File: src/rtl/read_input_data_ocm.sv
// Purpose: reads NUM_WORDS 8-bit pixels from On-Chip RAM port s2 into a small
//          credit-limited FIFO and streams them to the pipeline with valid/ready.
// Latency: first out_dv RD_LATENCY+2 cycles after start is sampled; one read per
//          cycle while credit allows.
// Backpressure: out_ready low stalls pops; reads stop once FIFO level plus reads
//          in flight reach FIFO_DEPTH, so returning data always has a slot.
// Ports: clk/reset (sync, active-low), start, ocm0_* RAM read port,
//        out_data/out_dv/out_ready pipeline stream, busy/done/count status.

module read_input_data_ocm #(
   parameter int NUM_WORDS  = 784,
   parameter int BASE_ADDR  = 0,
   parameter int RD_LATENCY = 2,
   parameter int FIFO_DEPTH = 4
) (
   input  logic        clk,
   input  logic        reset,
   input  logic        start,
   input  logic [7:0]  ocm0_readdata,
   output logic [16:0] ocm0_addr,
   output logic        ocm0_chip,
   output logic        ocm0_clk_enab,
   output logic        ocm0_write,
   input  logic        out_ready,
   output logic [7:0]  out_data,
   output logic        out_dv,
   output logic        busy,
   output logic        done,
   output logic [15:0] count
);

   localparam int PW = $clog2(FIFO_DEPTH);
   localparam int LW = $clog2(FIFO_DEPTH + 1);
   localparam int CW = LW + 1;
   localparam int IW = $clog2(RD_LATENCY + 1);

   localparam logic [15:0]   TOTAL    = 16'(NUM_WORDS);
   localparam logic [16:0]   BASE     = 17'(BASE_ADDR);
   localparam logic [PW-1:0] LAST_PTR = PW'(FIFO_DEPTH - 1);
   localparam logic [CW-1:0] CREDITS  = CW'(FIFO_DEPTH);

   localparam logic [1:0] S_IDLE  = 2'd0;
   localparam logic [1:0] S_READ  = 2'd1;
   localparam logic [1:0] S_DRAIN = 2'd2;
   localparam logic [1:0] S_DONE  = 2'd3;

   logic [1:0]            state_q, state_d;
   logic [15:0]           issued_q, issued_d;
   logic [15:0]           count_q, count_d;
   logic [16:0]           addr_q, addr_d;
   logic                  chip_q, chip_d;
   logic [RD_LATENCY-1:0] vpipe_q, vpipe_d;
   logic [LW-1:0]         level_q, level_d;
   logic [PW-1:0]         wr_ptr_q, wr_ptr_d;
   logic [PW-1:0]         rd_ptr_q, rd_ptr_d;
   logic                  dv_q, dv_d;
   logic [7:0]            fifo_mem [FIFO_DEPTH];

   logic [IW-1:0]         inflight;
   logic [CW-1:0]         occupancy;
   logic                  issue;
   logic                  push;
   logic                  pop;

   // Slots already spoken for: words sitting in the FIFO plus reads whose data
   // is still travelling through the RAM pipeline.
   always_comb begin
      inflight = '0;
      for (int i = 0; i < RD_LATENCY; i++) begin
         inflight = inflight + IW'(vpipe_q[i]);
      end
      occupancy = {1'b0, level_q} + CW'(inflight);
   end

   assign issue = (state_q == S_READ) && (issued_q < TOTAL) && (occupancy < CREDITS);
   // The oldest valid bit marks the cycle the RAM presents that read's data.
   assign push  = vpipe_q[RD_LATENCY-1];
   assign pop   = dv_q && out_ready;

   always_comb begin
      state_d  = state_q;
      issued_d = issued_q;
      count_d  = count_q;
      chip_d   = 1'b1;
      level_d  = level_q;
      wr_ptr_d = wr_ptr_q;
      rd_ptr_d = rd_ptr_q;

      vpipe_d[0] = issue;
      for (int i = 1; i < RD_LATENCY; i++) begin
         vpipe_d[i] = vpipe_q[i-1];
      end

      if (issue) issued_d = issued_q + 16'd1;
      if (pop)   count_d  = count_q + 16'd1;

      if (push) wr_ptr_d = (wr_ptr_q == LAST_PTR) ? '0 : wr_ptr_q + 1'b1;
      if (pop)  rd_ptr_d = (rd_ptr_q == LAST_PTR) ? '0 : rd_ptr_q + 1'b1;
      case ({push, pop})
         2'b10:   level_d = level_q + 1'b1;
         2'b01:   level_d = level_q - 1'b1;
         default: level_d = level_q;
      endcase
      dv_d = (level_d != '0);

      case (state_q)
         S_IDLE: begin
            if (start) begin
               state_d  = S_READ;
               issued_d = '0;
               count_d  = '0;
            end
         end
         S_READ:  if (issued_q == TOTAL) state_d = S_DRAIN;
         S_DRAIN: if ((count_q == TOTAL) && (level_q == '0)) state_d = S_DONE;
         default: state_d = S_IDLE;
      endcase
   end

   // Address is presented combinationally so the first read goes out in the
   // first READ cycle; between reads the last issued address is held.
   assign ocm0_addr     = issue ? (BASE + {1'b0, issued_q}) : addr_q;
   assign addr_d        = ocm0_addr;
   assign ocm0_clk_enab = issue;
   assign ocm0_write    = 1'b0;
   assign ocm0_chip     = chip_q;
   assign out_dv        = dv_q;
   assign out_data      = dv_q ? fifo_mem[rd_ptr_q] : 8'h00;
   assign busy          = (state_q != S_IDLE);
   assign done          = (state_q == S_DONE);
   assign count         = count_q;

   always_ff @(posedge clk) begin
      if (!reset) begin
         state_q  <= S_IDLE;
         issued_q <= '0;
         count_q  <= '0;
         addr_q   <= '0;
         chip_q   <= 1'b0;
         vpipe_q  <= '0;
         level_q  <= '0;
         wr_ptr_q <= '0;
         rd_ptr_q <= '0;
         dv_q     <= 1'b0;
      end else begin
         state_q  <= state_d;
         issued_q <= issued_d;
         count_q  <= count_d;
         addr_q   <= addr_d;
         chip_q   <= chip_d;
         vpipe_q  <= vpipe_d;
         level_q  <= level_d;
         wr_ptr_q <= wr_ptr_d;
         rd_ptr_q <= rd_ptr_d;
         dv_q     <= dv_d;
      end
   end

   // Storage needs no reset: out_data is masked until a word is valid.
   always_ff @(posedge clk) begin
      if (push) fifo_mem[wr_ptr_q] <= ocm0_readdata;
   end

endmodule

File: config.mk
export PLATFORM = sky130hd
export DESIGN_NAME = read_input_data_ocm
export DESIGN_NICKNAME = d
export VERILOG_FILES = /design/src/rtl/read_input_data_ocm.sv
export SDC_FILE = /design/constraint.sdc
export NUM_CORES = 1
export LEC_CHECK = 0
export CAP_MARGIN = 15
export CORE_MARGIN = 8
export CORE_UTILIZATION = 52
export DETAILED_ROUTE_END_ITERATION = 6
export PLACE_DENSITY = 0.77
export SYNTH_ARGS = -nofsm -noshare
export SYNTH_HDL_FRONTEND = slang
export SYNTH_SLANG_ARGS = --single-unit
File: constraint.sdc
create_clock -name clk -period 5.36 [get_ports clk]
set_clock_uncertainty 0.1 [all_clocks]
set_input_delay 0.804 -clock clk [delete_from_list [all_inputs] [get_ports clk]]
set_output_delay 0.804 -clock clk [all_outputs]
set_load 0.01 [all_outputs]
======== Word level (Yosys, flattened, before mapping) ========
Memory sizes are Yosys's and may differ from the RTL's. A register that Yosys moved wholly into a read port is not among the register bits.
Cells that the tools add are included.
operators by class
  reductions and logical operators ........ 9
  $lt $le $gt $ge ......................... 2
  multiplexer cells ....................... 20
  add/subtract/negate cells ............... 8
  equality and inequality tests ........... 12
operators by type and width
  kind                                                                     count
  16-bit two-way mux                                                       6
  16-bit by 1-bit adder with 16-bit output (second input constant)         2
  16-bit by 10-bit == test with 1-bit output (second input constant)       2
  17-bit two-way mux                                                       1
  16-bit by 10-bit < comparator with 1-bit output (second input constant)  1
  2-bit two-way mux                                                        7
  2-bit == test (second input constant)                                    5
  8-bit two-way mux                                                        1
  2-bit case mux with 3 select lines                                       1
  3-bit case mux with 2 select lines                                       1
  2-bit by 1-bit adder with 2-bit output (second input constant)           2
  3-bit by 2-bit adder with 4-bit output                                   1
  2-bit by 1-bit == test with 1-bit output (second input constant)         2
  1-bit logical AND                                                        4
  4-bit by 3-bit < comparator with 1-bit output (second input constant)    1
  2-bit inequality test (second input constant)                            2
  3-bit by 1-bit adder with 3-bit output (second input constant)           1
  3-bit zero test                                                          1
  1-bit two-way mux                                                        3
  3-bit AND reduction                                                      1
  3-bit nonzero test                                                       1
  3-bit by 1-bit subtractor with 3-bit output (second input constant)      1
  1-bit by 1-bit adder with 2-bit output                                   1
  2-bit zero test                                                          1
  2 further kinds                                                          2
word-level totals
  bits in registers ....................... 62
  bits in writable memories ............... 32
  word-level logic and storage cells ...... 62
  memories kept ........................... 1
  input port bits ......................... 12
  output and inout bits ................... 47
memories
  memory    depth  width  read ports  clocked after Yosys merged registers in  write ports  line  text
  fifo_mem  4      8      1           1                                        1            57    logic [7:0] fifo_mem [FIFO_DEPTH];

======== Longest topological paths before layout ========
Gate-level depths: netlist (run 1).
  word-level depth ........................ 7
  gate-level depth with buffers ........... 9
  depth with buffers taken out ............ 9

======== Worst setup path after synthesis (run 1) ========
No wires, ideal clock.
  path type ............................... register to output
  start ................................... reg level_q[0]
  end ..................................... out ocm0_addr[10]
  required time ........................... 4.456 ns
  cell stages (with the launch flop) ...... 8
  path slack .............................. 2.505 ns
  arrival ................................. 1.951 ns
  buffers on the path ..................... 2
  cells stage by stage .................... dfxtp_1 -> ha_1 -> a21o_1 -> a2111oi_4 -> nand4b_4 -> buf_6 -> clkbuf_1 -> and2_1
on the way
  longest elaborated chain between the ends .. 4
ends and longest elaborated chain
  item                                           line  text
  start, declared                                53    logic [LW-1:0] level_q, level_d;
  start signal, assigned                         152   level_q <= level_d;
  3-bit by 2-bit adder with 4-bit output         72    occupancy = {1'b0, level_q} + CW'(inflight);
  4-bit by 3-bit < comparator with 1-bit output  75    assign issue = (state_q == S_READ) && (issued_q < TOTAL) && (occupancy < CREDITS);
  1-bit logical AND                              75
  17-bit two-way mux                             122   assign ocm0_addr = issue ? (BASE + {1'b0, issued_q}) : addr_q;
  end, declared                                  20    output logic [16:0] ocm0_addr,
No other way between the ends.

======== Final worst setup path (run 1) ========
  start ................................... reg level_q[0]
  end ..................................... out ocm0_addr[9]
Same word-level chain as after synthesis.

==> results by group, run 1 <==
Flow run
  – Max cap viols: 0

Timing
  – Fin Hold WS: 0.391 ns
  – Final Cycle Share: 0.732
  – Max Fclk: 0.255 GHz
  – Max Slew Vio Count: 0
  – Slew @ Worst Pin: 0.812 ns
  – Clock period minus worst slack: 3.92 ns
  – RSZ-0062 raised after global routing: false
  – Final setup viols: 0
  – Final Hold Viols: 0
  – Setup TNS: 0 ns
  – Max_slew headroom: 0.457

Detailed routing
  – Total Wirelength: 7610 microns
  – Initial DRT Pass Iterations: 4
  – DR iter-0 viols: 62
  – Via density: 5.22
  – # DRC: 0
  – Routed Antenna Nets: 0
  – Via count: 2712
  – DR WL/cell: 14.6 microns

Setup path
  – Crit Path Category: reg2out
  – CP max stage cell: clkdlybuf4s50_1
  – Crit-path max FO: 25
  – Reg2Reg Capture Point: issued_q[8]$_SDFF_PN0_
  – R2R depth: 6
  – Reg2Reg Setup Slack: 2.74 ns
  – Reg2reg start: state_q[0]$_SDFFE_PN0P_
  – Crit. End Element: primary output
  – Worst path max stage delay: 0.48 ns
  – Critical Path RT: 4.46 ns
  – Worst Setup SP: level_q[0]$_SDFF_PN0_
  – Crit path launch type: flop
  – CP Cell Sequence: ha_1, a21o_1, a2111oi_4, nand4b_4, mux2_4, clkdlybuf4s50_1
  – Worst Path Arrival: 3.02 ns

Floorplan
  – Starting Density: 0.534
  – Die ar.: 11000 sq um
  – Die W: 105 microns
  – # rows: 32
  – Core footprint: 7690 sq um
  – IO Count: 59
  – Die span in y: 105 microns

Synthesis
  – Cell count after synthesis: 357
  – Most frequent cell after synthesis: dfxtp_1
  – Post-synth top cells: dfxtp_1 (64), edfxtp_1 (32), and2_1 (30), nor2_1 (30), nand2_1 (29)
  – Avg Cell Area, Syn: 11.5 sq um
  – Cell area after synthesis: 4110 sq um
  – Prevailing post-synth register cell: dfxtp_1
  – Seq cells post-synth: 96
  – Sequential element share of the synthesized area: 0.546
  – Post-synth EDFFs: 32
  – Cell taking the most area after synthesis: dfxtp_1
  – Synth warnings: 0
  – Synth top area cells: dfxtp_1 (31%), edfxtp_1 (23%), ha_1 (4.9%)
  – Async SR Flop Fraction: 0
  – Synth cell types: 49
  – Synth top area share: 0.312
  – Syn Nets: 386

Global route
  – Antenna violations before repair: 0
  – Congestion Overflow GR: 0
  – First-pass GRT wire length: 12800 microns
  – Largest net degree at the start of global routing: 31
  – GRT Total Usage: 0.144
  – Number of global-route vias before repair: 2715

Power
  – VDD IR max: 0.000181 V
  – Leakage: 1.81 nW
  – Power per cell area: 327 nW/um^2

Hold path
  – Worst hold endpoint: addr_q[15]$_SDFF_PN0_
  – Worst hold start: addr_q[15]$_SDFF_PN0_
  – Worst Hold Path Cells: 1
  – HP Class: reg2reg

Final layout
  – Share of cells above drive strength 1: 0.120
  – Ant. Diodes: 0
  – Area Growth Syn to Fin: 21.0%
  – Nets@finish: 442
  – Fill count: 601

CTS
  – TritonCTS clock tree: built
  – CTS Buf Count: 9
  – Clock tree buffer depth: 2
  – Post-CTS Resized: 0
  – Reg clk slew, reported paths: 0.10 ns
  – H-tree levels: 3
  – CTS Sinks: 96
  – Hold Buf Count CTS: 0
  – Root Buffer: clkbuf_8
  – Post-CTS setup buffer count: 0
  – Worst skew pair latency: 0.37 ns

Placement
  – Port bufs: 57
  – DP HPWL: 5440 microns
  – RePlAce Congestion: 0.795

Run status
  – Outcome: finished, final reports clean
[layer usage]
| layer | wire length [microns] | vias up | GRT usage |
|---|---|---|---|
| met2 | 3540 | 56 | 0.227 |
| li1 | - | 1364 | - |
| met1 | 3450 | 1278 | 0.168 |
| met3 | 465 | 14 | 0.0479 |
| met5 | 0 | - | 0 |
| met4 | 156 | 0 | 0.0836 |
[report_power, final]
part	switching, mW	internal [mW]	total [mW]	leakage (nW)
registers	0.0369	0.779	0.816	0.805
clock network	0.277	0.231	0.507	0.112
logic	0.162	0.140	0.302	0.898
[metrics by stage]
stage	setup slack (ns)	std cells	area, sq um	util	power, mW
6_report	1.44	520	4970	0.646	1.63
5_1_grt	1.27	520	4970	0.646	1.71
4_1_cts	1.39	520	4970	0.646	1.65
3_5_place_dp	1.81	504	4750	0.617	1.14
3_3_place_gp	1.89	504	4750	0.617	1.13
2_1_floorplan	2.51	357	4110	-	1.04
[registers in the layout, indices dropped and copies added, names as in the netlist, named ones only]
register   count
rd_ptr_q       2
count         16
fifo_mem      32
out_dv         1
issued_q      16
ocm0_chip      1
vpipe_q        2
addr_q        17
state_q        2
level_q        3
wr_ptr_q       2
[cells by family (layout without fill, tap and decap cells)]
group	Yosys count	after routing	synth area share
xor gates and xnor gates	20	20	0.0427
DFF	96	96	0.546
buffers and inverters	31	92	0.0314
adders and majority gates	17	17	0.0536
other	1	1	0.000913
and+or+nand+nor	142	142	0.191
muxes	22	22	0.0847
AOI/OAI and AO/OA	28	28	0.0491
[area by class of cell]
type,instances,area [sq um],share of cell area
Clock buffer,9,124,0.0249
Clock inverter,7,97.6,0.0196
Timing Repair Buffer,57,571,0.115
Sequential cell,96,2240,0.451
Multi-Input combinational cell,230,1730,0.349
Tap cell,102,128,0.0257
Inverter,19,71.3,0.0144
[how the worst max path moves through the flow]
stage,depth (start not counted),endpoint,slack (ns)
2_1_floorplan,7,ocm0_addr[10],2.51
3_3_place_gp,6,ocm0_addr[9],1.89
3_5_place_dp,6,ocm0_addr[5],1.81
4_1_cts,6,ocm0_addr[5],1.39
5_1_grt,6,ocm0_addr[5],1.27
6_report,6,ocm0_addr[9],1.44
[layout by cell type (no fill, tap or decap), types with 5 or more instances in the layout]
| cell | instances |
|---|---|
| nand2_1 | 29 |
| a21oi_1 | 12 |
| dfxtp_1 | 64 |
| mux4_2 | 8 |
| nand3_1 | 5 |
| inv_1 | 19 |
| nor4_1 | 5 |
| xnor2_1 | 13 |
| nand4_1 | 6 |
| clkbuf_8 | 9 |
| mux2_2 | 6 |
| xor2_1 | 7 |
| nor3_1 | 5 |
| and3_2 | 6 |
| ha_1 | 16 |
| clkdlybuf4s50_1 | 57 |
| nor2_1 | 30 |
| and3_1 | 8 |
| edfxtp_1 | 32 |
| and2_1 | 30 |
[worst max-delay path: cells and delay by family, from the launching register on]
family / cells / cell delay (ns)
AO/OA/AOI/OAI: 2 / 0.64
AND/OR/NAND/NOR: 1 / 0.38
buffers and inverters: 1 / 0.48
adder cells (fa/ha/maj): 1 / 0.27
multiplexers: 1 / 0.42
flip-flops: 1 / 0.45
Note: power is estimated with default switching activity, not from simulation.
==> run 2, diff against run 1 <==
clock period = 3.7 ns   (was 5.36 ns; I/O delays follow)
==> run 2 against run 1 <==
  * Worst setup slack lost 1.3 ns
  * First-iteration DRC count shrank 1.6%
  * Clock power grew 37%
  * Via count grew 1.3%
  * Hold slack lost 0.020 ns
  * Cell area grew 0.40%
  * Power grew 45%
  * Critical path type unchanged
  * Highest routed layer unchanged
==> results by group, run 2 (synthesis results as in run 1) <==
Power
  – Int Power: 1.67 mW (+46%)
  – Fraction of power consumed by the clock network: 0.295 (-0.017)
  – VDD IR max: 0.000252 V (+39%)
  – Leakage: 1.81 nW (about the same)
  – Combinational share of power: 0.202 (+0.016)
  – Switching pwr: 0.678 mW (+43%)
  – Reg power frac: 0.503 (about the same)
  – Net Sw Frac: 0.288 (-0.00417)
  – Power per cell area: 471 nW/um^2 (+44%)

Floorplan
  – IO Count: 59 (unchanged)
  – Starting Density: 0.534 (unchanged)
  – Core footprint: 7690 sq um (unchanged)
  – # rows: 32 (unchanged)
  – Die W: 105 microns (unchanged)
  – Die span in y: 105 microns (unchanged)
  – Die ar.: 11000 sq um (unchanged)

Placement
  – Pre-CTS setup slack: 0.435 ns (-1.38 ns)
  – RePlAce Congestion: 0.785 (-1.2%)
  – Port bufs: 57 (unchanged)
  – DP Area: 4750 sq um (+0.16%)
  – DP HPWL: 5400 microns (-0.89%)

Setup path
  – Crit path launch type: flop
  – Reg2reg start: state_q[0]$_SDFFE_PN0P_
  – Critical Path RT: 3.04 ns (-1.42 ns)
  – Crit. End Element: primary output
  – Worst setup endpoint: ocm0_addr[9]
  – Worst Path Arrival: 2.94 ns (-0.08 ns)
  – Reg2Reg Capture Point: issued_q[7]$_SDFF_PN0_
  – R2R depth: 6 (unchanged)
  – Reg2Reg Setup Slack: 0.99 ns (-1.75 ns)
  – Worst Setup SP: level_q[0]$_SDFF_PN0_
  – Crit Path Category: reg2out
  – Crit-path max FO: 13 (-48%)

Detailed routing
  – Total Wirelength: 7870 microns (+3.5%)
  – Routed Antenna Nets: 0 (unchanged)
  – Initial DRT Pass Iterations: 4 (unchanged)
  – Via count: 2748 (+1.3%)
  – DR iter-0 viols: 61 (-1.6%)
  – # DRC: 0 (unchanged)
  – Via density: 5.25 (+0.75%)
  – DR WL/cell: 15.1 microns (+2.9%)

Final layout
  – Largest registers: fifo_mem x32, addr_q x17
  – Most frequent cells in the layout: dfxtp_1 (64), clkdlybuf4s50_1 (57), edfxtp_1 (32)
  – Fill count: 588 (-2.2%)
  – Finished Cell Area: 4990 sq um (+0.40%)
  – Top reg by flops: fifo_mem
  – Max FFs per register: 32 (unchanged)
  – Nets@finish: 445 (+0.68%)
  – Area Growth Syn to Fin: 21.5%
  – Ant. Diodes: 0 (unchanged)
  – Most common cell after layout, fill and taps aside: dfxtp_1
  – Share of cells above drive strength 1: 0.124 (+0.00390)

Timing
  – Slew @ Worst Pin: 0.830 ns (+0.0185 ns)
  – Fin worst setup slack: 0.108 ns (-1.33 ns)
  – Final setup viols: 0 (unchanged)
  – Final Hold Viols: 0 (unchanged)
  – Max_slew headroom: 0.445 (-0.0123)
  – Max Fclk: 0.278 GHz
  – Fin Hold WS: 0.370 ns (-0.0203 ns)
  – Clock period minus worst slack: 3.59 ns
  – Final Cycle Share: 0.971
  – Max Slew Vio Count: 0 (unchanged)
  – Setup TNS: 0 ns (unchanged)
  – RSZ-0062 raised after global routing: true

CTS
  – CTS Buf Count: 9 (unchanged)
  – Hold Buf Count CTS: 0 (unchanged)
  – Post-CTS setup buffer count: 0 (unchanged)
  – Post-CTS Resized: 0 (unchanged)
  – CTS Sinks: 96 (unchanged)
  – Reg clk slew, reported paths: 0.10 ns (about the same)
  – Clock tree buffer depth: 2 (unchanged)
  – TritonCTS clock tree: built
  – H-tree levels: 3 (unchanged)
  – Root Buffer: clkbuf_8
  – Worst skew pair latency: 0.36 ns (about the same)

Global route
  – GRT Total Usage: 0.140 (-0.00426)
  – First-pass GRT wire length: 12600 microns (-1.6%)
  – Congestion Overflow GR: 0 (unchanged)
  – Antenna violations before repair: 0 (unchanged)
  – Number of global-route vias before repair: 2690 (-0.92%)
  – Largest net degree at the start of global routing: 26 (-16%)

Hold path
  – HP Class: reg2reg
  – Worst hold start: vpipe_q[0]$_SDFF_PN0_

Flow run
  – Max cap viols: 0 (unchanged)

Run status
  – Outcome: finished, final reports clean
run 2: cell types whose count changed in the layout (fill, tap and decap cells not counted), sizes merged:
cell / before / now
clkinvlp: 0 / 2
nand4b: 1 / 2
clkinv: 3 / 1
buf: 0 / 2
run 2: cell type report:
| type | instances | area [sq um] | area share |
|---|---|---|---|
| inverter | 19 | 71.3 | 0.0143 |
| multi-input combinational | 231 | 1750 | 0.351 |
| tap | 102 | 128 | 0.0256 |
| timing repair buffer | 59 | 598 | 0.120 |
| clock inverter | 7 | 75.1 | 0.0151 |
| sequential | 96 | 2240 | 0.450 |
| clock buffer | 9 | 124 | 0.0248 |
run 2: worst min path at each step:
| stage | to | slack, ns | depth (start not counted) |
|---|---|---|---|
| final | vpipe_q[1]$_SDFF_PN0_ | 0.37 | 1 |
| after global routing | vpipe_q[1]$_SDFF_PN0_ | 0.38 | 1 |
| after CTS | vpipe_q[1]$_SDFF_PN0_ | 0.38 | 1 |
| after detailed placement | vpipe_q[1]$_SDFF_PN0_ | 0.36 | 1 |
| after global placement | vpipe_q[1]$_SDFF_PN0_ | 0.36 | 1 |
| after floorplan | vpipe_q[1]$_SDFF_PN0_ | 0.34 | 1 |
run 2: worst max-delay path, cell delays in order (launching register included):
cell and delay, ns:
dfxtp_1 0.43, ha_1 0.26, a21o_1 0.22, a2111oi_4 0.54, nand4b_4 0.16, buf_12 0.19, mux2_4 0.30, clkdlybuf4s50_1 0.48
run 2: power by group through the flow:
| stage | logic (mW) | clock network, mW | registers [mW] |
|---|---|---|---|
| detailed placement | 0.446 | 0 | 1.21 |
| CTS | 0.450 | 0.708 | 1.18 |
| floorplan | 0.314 | 0 | 1.19 |
| global route | 0.521 | 0.751 | 1.19 |
| finish | 0.476 | 0.693 | 1.18 |
| global placement | 0.439 | 0 | 1.20 |
run 2: layer usage:
| layer | wire length (microns) | GRT usage |
|---|---|---|
| met1 | 3540 | 0.166 |
| met2 | 3710 | 0.226 |
| met3 | 453 | 0.0461 |
| met4 | 168 | 0.0601 |
| met5 | 0 | 0 |
run 2: per-stage QoR:
stage,instances,utilization,power [mW]
4_1_cts,521,0.644,2.34
2_1_floorplan,357,-,1.50
5_1_grt,523,0.649,2.46
3_3_place_gp,505,0.618,1.64
3_5_place_dp,505,0.618,1.65
6_report,523,0.649,2.35
